--- src/rtl/b2d_seq_disp.sv ---
// Sequential binary-to-decimal seven-segment driver using a one-bit-per-clock double-dabble engine.
// Define B2D_SEQ_BLANK_EN to blank leading zeros above digit 0.
//
// state | meaning
// IDLE  | ready for a new value, display holds last result
// CONV  | shift-and-add-3, one input bit per clock
// LOAD  | new HEX/ovf visible, done pulse
module b2d_seq_disp #(
    parameter int WIDTH  = 16,
    parameter int DIGITS = 5
) (
    input  logic                  CLOCK_50,
    input  logic                  RST,
    input  logic                  in_valid,
    input  logic [WIDTH-1:0]      in_value,
    output logic                  in_ready,
    output logic                  busy,
    output logic                  done,
    output logic                  ovf,
    output logic [7*DIGITS-1:0]   HEX
);

    localparam int CW = $clog2(WIDTH + 1);

    typedef enum logic [1:0] {
        IDLE = 2'd0,
        CONV = 2'd1,
        LOAD = 2'd2
    } state_t;

    state_t                state, state_nx;
    logic [WIDTH-1:0]      shift_q;
    logic [4*DIGITS-1:0]   bcd_q;
    logic [4*DIGITS-1:0]   bcd_adj;
    logic [4*DIGITS-1:0]   bcd_sh;
    logic                  ovf_sticky_q;
    logic                  ovf_sh;
    logic [CW-1:0]         cnt_q;
    logic [DIGITS-1:0]     blank;
    logic [7*DIGITS-1:0]   hex_nx;

    function automatic logic [6:0] seg7(input logic [3:0] d);
        logic [6:0] s;
        case (d)
            4'd0:    s = 7'b1000000;
            4'd1:    s = 7'b1111001;
            4'd2:    s = 7'b0100100;
            4'd3:    s = 7'b0110000;
            4'd4:    s = 7'b0011001;
            4'd5:    s = 7'b0010010;
            4'd6:    s = 7'b0000010;
            4'd7:    s = 7'b1111000;
            4'd8:    s = 7'b0000000;
            4'd9:    s = 7'b0010000;
            default: s = 7'b1111111;
        endcase
        return s;
    endfunction

    localparam logic [6:0] SEG_E     = 7'b0000110;
    localparam logic [6:0] SEG_BLANK = 7'b1111111;

    always_comb begin
        bcd_adj = bcd_q;
        for (int i = 0; i < DIGITS; i++) begin
            if (bcd_q[4*i +: 4] >= 4'd5)
                bcd_adj[4*i +: 4] = bcd_q[4*i +: 4] + 4'd3;
        end
    end

    // A one leaving the top nibble means the value needs more than DIGITS digits.
    assign bcd_sh = {bcd_adj[4*DIGITS-2:0], shift_q[WIDTH-1]};
    assign ovf_sh = ovf_sticky_q | bcd_adj[4*DIGITS-1];

    always_comb begin : p_blank
        logic seen_nz;
        seen_nz = 1'b0;
        blank   = '0;
`ifdef B2D_SEQ_BLANK_EN
        for (int i = DIGITS - 1; i >= 0; i--) begin
            if (bcd_sh[4*i +: 4] != 4'd0)
                seen_nz = 1'b1;
            blank[i] = !seen_nz && (i != 0);
        end
`endif
    end

    always_comb begin
        hex_nx = '1;
        for (int i = 0; i < DIGITS; i++) begin
            if (ovf_sh)
                hex_nx[7*i +: 7] = SEG_E;
            else if (blank[i])
                hex_nx[7*i +: 7] = SEG_BLANK;
            else
                hex_nx[7*i +: 7] = seg7(bcd_sh[4*i +: 4]);
        end
    end

    always_comb begin
        state_nx = state;
        case (state)
            IDLE:    if (in_valid) state_nx = CONV;
            CONV:    if (cnt_q == CW'(1)) state_nx = LOAD;
            LOAD:    state_nx = IDLE;
            default: state_nx = IDLE;
        endcase
    end

    // Display registers update on the final shift edge so HEX, ovf and done
    // are all presented together during the LOAD cycle.
    always_ff @(posedge CLOCK_50) begin
        if (RST) begin
            state        <= IDLE;
            shift_q      <= '0;
            bcd_q        <= '0;
            ovf_sticky_q <= 1'b0;
            cnt_q        <= '0;
            done         <= 1'b0;
            ovf          <= 1'b0;
            HEX          <= '1;
        end else begin
            state <= state_nx;
            done  <= 1'b0;
            case (state)
                IDLE: begin
                    if (in_valid) begin
                        shift_q      <= in_value;
                        bcd_q        <= '0;
                        ovf_sticky_q <= 1'b0;
                        cnt_q        <= CW'(WIDTH);
                    end
                end
                CONV: begin
                    shift_q      <= {shift_q[WIDTH-2:0], 1'b0};
                    bcd_q        <= bcd_sh;
                    ovf_sticky_q <= ovf_sh;
                    cnt_q        <= cnt_q - CW'(1);
                    if (cnt_q == CW'(1)) begin
                        HEX  <= hex_nx;
                        ovf  <= ovf_sh;
                        done <= 1'b1;
                    end
                end
                default: ;
            endcase
        end
    end

    assign in_ready = (state == IDLE);
    assign busy     = (state != IDLE);

endmodule
--- config.mk ---
export PLATFORM = sky130hd
export DESIGN_NAME = b2d_seq_disp
export DESIGN_NICKNAME = d
export VERILOG_FILES = /design/src/rtl/b2d_seq_disp.sv
export SDC_FILE = /design/constraint.sdc
export NUM_CORES = 1
export LEC_CHECK = 0
export CAP_MARGIN = 10
export CORE_UTILIZATION = 55
export CTS_CLUSTER_DIAMETER = 60
export DETAILED_ROUTE_END_ITERATION = 12
export GPL_ROUTABILITY_DRIVEN = 0
export PLACE_DENSITY = 0.79
export SLEW_MARGIN = 20
export SYNTH_ARGS = -nofsm -noshare
export SYNTH_HDL_FRONTEND = slang
export SYNTH_SLANG_ARGS = --single-unit
--- constraint.sdc ---
create_clock -name CLOCK_50 -period 2.95 [get_ports CLOCK_50]
set_clock_uncertainty 0.2 [all_clocks]
set_input_delay 0.59 -clock CLOCK_50 [delete_from_list [all_inputs] [get_ports CLOCK_50]]
set_output_delay 0.59 -clock CLOCK_50 [all_outputs]
set_load 0.02 [all_outputs]
Yosys cells after proc, flatten, opt, wreduce, memory -nomap -nowiden:

Memory sizes are Yosys's and may differ from the RTL's.
Index checks and enable logic that the tools add are counted.

* add/sub/neg operators: 6
* magnitude comparators: 5
* equal/unequal tests: 4
* muxes and demuxes: 22
* bitwise gates (word level): 2
* reductions and logical operators: 7

Operators with widths (count)
* one-hot mux 20 bit (2 select lines): 1
* two-way mux 7 bit: 5
* one-hot mux 16 bit (2 select lines): 1
* adder 4 x 2 -> 4 bit (second input constant): 5
* >= comparator 4 x 3 -> 1 bit (second input constant): 5
* two-way mux 20 bit: 1
* two-way mux 4 bit: 5
* two-way mux 16 bit: 1
* one-hot mux 5 bit (2 select lines): 1
* AND reduction 2 bit: 3
* equality test 5 x 1 -> 1 bit (second input constant): 1
* two-way mux 5 bit: 1
* subtractor 5 x 1 -> 5 bit (second input constant): 1
* two-way mux 2 bit: 2
* != test 2 bit (second input constant): 2
* one-hot mux 2 bit (2 select lines): 1
* nonzero test 2 bit: 2
* equality test 2 x 1 -> 1 bit (second input constant): 1
* zero test 2 bit: 1
* two-way mux 1 bit: 2
* one-hot mux 1 bit (2 select lines): 1
* OR reduction 2 bit: 1
* inverter 1 bit: 1
* bitwise OR 1 bit: 1

* register bits: 81
* memory bits (read-only): 560
* bits of input ports: 19
* output and inout port bits: 39
* memories: 5

Memories
* (name not given): words 16, bits a word 7, read ports 1, clocked after memory_dff 0, write ports 0, RTL line 44 `case (d)`
* (name not given): words 16, bits a word 7, read ports 1, clocked after memory_dff 0, write ports 0, RTL line 44
* (name not given): words 16, bits a word 7, read ports 1, clocked after memory_dff 0, write ports 0, RTL line 44
* (name not given): words 16, bits a word 7, read ports 1, clocked after memory_dff 0, write ports 0, RTL line 44
* (name not given): words 16, bits a word 7, read ports 1, clocked after memory_dff 0, write ports 0, RTL line 44

Longest topological paths before layout:

* depth in word-level cells: 4
* depth in mapped cells: 11
* depth with buffers taken out: 10

Worst setup path after synthesis:

No wires, ideal clock.

* path type: register -> register
* start: register bcd_q[0]
* end: register HEX[8]
* library setup time: 0.070 ns
* arrival: 2.233 ns
* required time: 2.680 ns
* path slack: 0.448 ns
* cell stages (with the launch flop): 11
* clock period less this slack: 2.502 ns
* path through: dfxtp_1 buf_2 inv_1 ha_1 and2b_1 or3_1 nand2_1 ha_1 o31ai_1 o21ai_0 a21oi_1

* longest elaborated chain between the ends: 4
* elaborated cells on any way between the ends: 5
* classes of those cells: 1 x add/sub; 1 x order compare; 2 x mux; 1 x memory

Ends and longest elaborated chain
* start, declared: RTL line 33 `logic [4*DIGITS-1:0] bcd_q;`
* start signal, assigned: RTL line 136 `bcd_q <= bcd_sh;`
* adder 4 x 2 -> 4 bit or >= comparator 4 x 3 -> 1 bit (tied branches): RTL line 67, 66
* two-way mux 4 bit *: RTL line 66 `if (bcd_q[4*i +: 4] >= 4'd5)`
* memory read (16 x 7 bit) *
* two-way mux 7 bit *: RTL line 91 `if (ovf_sh)`
* end signal, assigned: RTL line 140 `HEX <= hex_nx;`
* end, declared: RTL line 20 `output logic [7*DIGITS-1:0] HEX`

Mark *: on every way between the ends. The rest lies on a longest branch, timed or not.
A chain may end at the register's enable or synchronous reset.

Worst setup path in the final report:

* start: register bcd_q[4]
* end: register HEX[13]

The elaborated chain is that of the path after synthesis.

==> summary.md <==
| Metric | Value |
|---|---|
| Run status | `complete, no violations` |
| Internal reg-to-reg setup slack | `0.21 ns` |
| Worst min-delay path category | `reg -> reg` |
| Global-route usage over all layers | `0.2722` |
| Synthesized area divided by synthesized cell count | `~7.8 um2` |
| Total clock buffers created by CTS | `9` |
| Via count of the first global-routing pass | `4022` |
| Later-pin clock latency in the skew report | `0.35 ns` |
| Post-CTS setup buffer count | `0` |
| Worst supply voltage drop on vdd | `around 240 uV` |
| Period utilization | `0.9290` |
| Vias | `about 4600` |
| Largest cells by area after synthesis | `sky130_fd_sc_hd__dfxtp_1 35%, sky130_fd_sc_hd__ha_1 6.2%, sky130_fd_sc_hd__o21ai_0 5.7%` |
| Most instantiated library cell after synthesis | `sky130_fd_sc_hd__dfxtp_1` |
| Launching element type of the critical path | `flip-flop` |
| Worst path required time | `roughly 3.0 ns` |
| Unrepaired setup endpoints after global routing | `false` |
| Net count, final | `approximately 680` |
| Final WL | `~12000 um` |
| Max Slew Vio Count | `0` |
| WL per Instance | `~16 um` |
| Most used standard cells in the synthesized netlist | `81 x sky130_fd_sc_hd__dfxtp_1, 69 x sky130_fd_sc_hd__nand2_1, 68 x sky130_fd_sc_hd__nor2_1, 53 x sky130_fd_sc_hd__o21ai_0, 45 x sky130_fd_sc_hd__a21oi_1` |
| H-tree depth | `3` |
| Actual transition at the worst max-transition pin | `between 0.7 and 0.8 ns` |
| Signed area change from the synthesized netlist to the final layout | `19.41%` |
| Detailed router's first-iteration violation count | `255` |
| Count of unique library cells instantiated by Yosys | `54` |
| Die height | `around 94 um` |
| Post-Syn Nets | `around 630` |
| Placeable core region | `approximately 8000 um2` |
| Count of unresolved DRC violations after routing | `0` |
| First drt pass iteration count | `5` |
| Sequential-to-total area share from yosys stat | `0.3498` |
| Peak clock frequency supported by timing | `364.9 MHz` |
| Critical path destination | `HEX[13]$_SDFFE_PP1P_` |
| P_leak | `2.085 nW` |
| Remaining global-route overflow | `0` |
| Placed Instance Area | `between 5000 and 6000 um2` |
| Crit Reg-Reg Startpoint | `bcd_q[4]$_SDFFE_PP0P_` |
| Starting utilization of the core area | `0.5670` |
| Filler cell count in the final layout | `700` |
| Post-synth top area share | `0.3498` |
| Hold_ws | `~0.27 ns` |
| Clock tree buffer depth | `2` |
| Pin count of the biggest net entering global routing | `37` |
| Clock tree from TritonCTS | `yes` |
| Hold wc startpoint | `HEX[0]$_SDFFE_PP1P_` |
| Drt via density | `6.125` |
| Slew margin rel. | `0.5001` |
| Launch point of the worst path | `bcd_q[4]$_SDFFE_PP0P_` |
| Layout cell share with drive strength beyond 1 | `0.07883` |
| Total of buffers placed on input and output ports | `between 50 and 60` |
| Critical path data arrival time | `around 2.8 ns` |
| Antenna fix cells | `0` |
| Top-level I/O count | `58` |
| Share of synthesized flip-flops with an asynchronous set or reset | `0` |
| Width of the die | `93.81 um` |
| Final setup vio count | `0` |
| Sum Neg Setup Slack | `0 ns` |
| Final Instance Area | `5535 um2` |
| Total power density per cell area | `431.6 nW/um2` |
| Total power | `roughly 2.4 mW` |
| Worst Reg-to-Reg Cells | `10` |
| CTS sink cnt | `81` |
| Crit. End Element | `flip-flop` |
| First-pass GRT wire length | `~19000 um` |
| Highest fanout seen on the critical path | `7` |
| Clock transition at the register clock pins on the worst setup and hold paths after CTS | `~0.08 ns` |
| Post-synthesis sequential element count | `slightly above 80` |
| Cell taking the most area after synthesis | `sky130_fd_sc_hd__dfxtp_1` |
| Number of instances in the synthesized netlist | `592` |
| Antenna-violating nets left | `0` |
| Number of warning messages in the yosys log | `0` |
| FP Rows | `33` |
| Startpoint-to-endpoint class of the critical path | `reg -> reg` |
| Post-layout utilization of the core | `0.6771` |
| Clock tree root driver cell | `sky130_fd_sc_hd__clkbuf_8` |
| Total die area | `roughly 9000 um2` |
| Main synth FF type | `sky130_fd_sc_hd__dfxtp_1` |
| Final Hold Viols | `0` |
| Number of enable-type register cells in the synthesized netlist | `0` |
| Number of violations of the max-capacitance limit | `0` |
| End of the worst register-to-register path | `HEX[13]$_SDFFE_PP1P_` |
| Post-Synthesis Cell Area | `~4600 um2` |
| Shortest period the worst path allows | `around 2.7 ns` |
| Placed wire-length estimate after detailed placement | `8111 um` |
| Antenna violations before repair | `0` |
[power breakdown]
part	internal [mW]	total, mW	leakage, nW	switching, mW
sequential	1.15	1.19	0.661	0.0403
clock	0.473	0.874	0.106	0.401
combinational	0.144	0.329	1.32	0.184
total	1.76	2.39	2.08	0.626
[layout make-up]
| class | count | area [um2] | share of cell area |
|---|---|---|---|
| clock buffer | 10 | 127.6 | 0.02306 |
| clock inverter | 6 | 82.58 | 0.01492 |
| inverter | 25 | 93.84 | 0.01695 |
| multi-input combinational | 447 | 2755 | 0.4977 |
| sequential | 81 | 1622 | 0.2929 |
| tap | 105 | 131.4 | 0.02373 |
| timing repair buffer | 78 | 723.2 | 0.1307 |
[critical path: stages, from the launching register on]
cell	delay, ns
sky130_fd_sc_hd__dfxtp_1	0.45
sky130_fd_sc_hd__inv_1	0.08
sky130_fd_sc_hd__ha_1	0.26
sky130_fd_sc_hd__nor2b_1	0.19
sky130_fd_sc_hd__o21ai_1	0.24
sky130_fd_sc_hd__or2_1	0.24
sky130_fd_sc_hd__inv_2	0.08
sky130_fd_sc_hd__ha_1	0.19
sky130_fd_sc_hd__nor3_1	0.24
sky130_fd_sc_hd__o21ai_0	0.13
sky130_fd_sc_hd__a221o_1	0.32
[metrics by stage]
step	setup slack, ns	std cells
2_1_floorplan	0.4477	592
3_3_place_gp	0.3526	736
3_5_place_dp	0.2173	736
4_1_cts	0.2161	752
5_1_grt	0.02120	752
6_report	0.2095	752
[how the worst min path moves through the flow]
| stage | end | slack [ns] | depth (start not counted) |
|---|---|---|---|
| 6_report | HEX[0]$_SDFFE_PP1P_ | 0.27 | 2 |
| 5_1_grt | HEX[23]$_SDFFE_PP1P_ | 0.31 | 1 |
| 4_1_cts | HEX[0]$_SDFFE_PP1P_ | 0.28 | 2 |
| 3_5_place_dp | HEX[23]$_SDFFE_PP1P_ | 0.26 | 1 |
| 3_3_place_gp | HEX[23]$_SDFFE_PP1P_ | 0.25 | 1 |
| 2_1_floorplan | ovf_sticky_q$_SDFFE_PP0P_ | 0.27 | 2 |
[state kept, by name, summed over array words and instances, names as in the netlist]
signal,flops
shift_q,16
HEX,35
cnt_q,5
ovf,1
done,1
ovf_sticky_q,1
bcd_q,20
state,2
[routing by layer]
layer	track usage	vias to the layer above	wire length (um)
met5	0	-	0
met4	0.08077	0	210
met3	0.05906	25	733
met2	0.4544	168	5496
met1	0.3502	2137	5427
li1	-	2276	-
[cell families after synthesis]
group,synth area share
flip-flops,0.3498
adder cells (fa/ha/maj),0.06208
buffers and inverters,0.05695
AND/OR/NAND/NOR,0.1970
multiplexers,0.004319
AO/OA/AOI/OAI,0.3298
[placed cells by master (no fill, tap or decap), drive strengths merged, types with 2 or more instances in the layout]
cell type      netlist  layout
a211o                4       4
a211oi              25      25
a21oi               45      45
a221o               14      14
a221oi               2       2
a22oi               22      22
a2bb2oi              2       2
a31o                 4       4
a31oi                2       2
and2b                3       3
buf                 17      22
bufinv               0       2
clkbuf              22      10
clkdlybuf4s50        0      56
clkinv               2       5
dfxtp               81      81
ha                  23      23
inv                 23      23
mux2i                2       2
nand2               69      69
nand2b              11      11
nand3                2       2
nand4b               4       4
nor2                68      68
nor2b                4       4
nor3                11      11
nor3b                7       7
o211ai              10      10
o21a                 5       5
o21ai               59      59
o221ai              10      10
o22a                 4       4
o311ai               4       4
o31a                 4       4
o31ai                5       5
or2                  4       4
or3                  5       5
[repair_timing]
action | CTS | global route
setup endpoints to repair | 0 | 2
hold buffers | 0 | 0
gates resized for setup | 0 | 2
(Power assumes the default switching activity.)
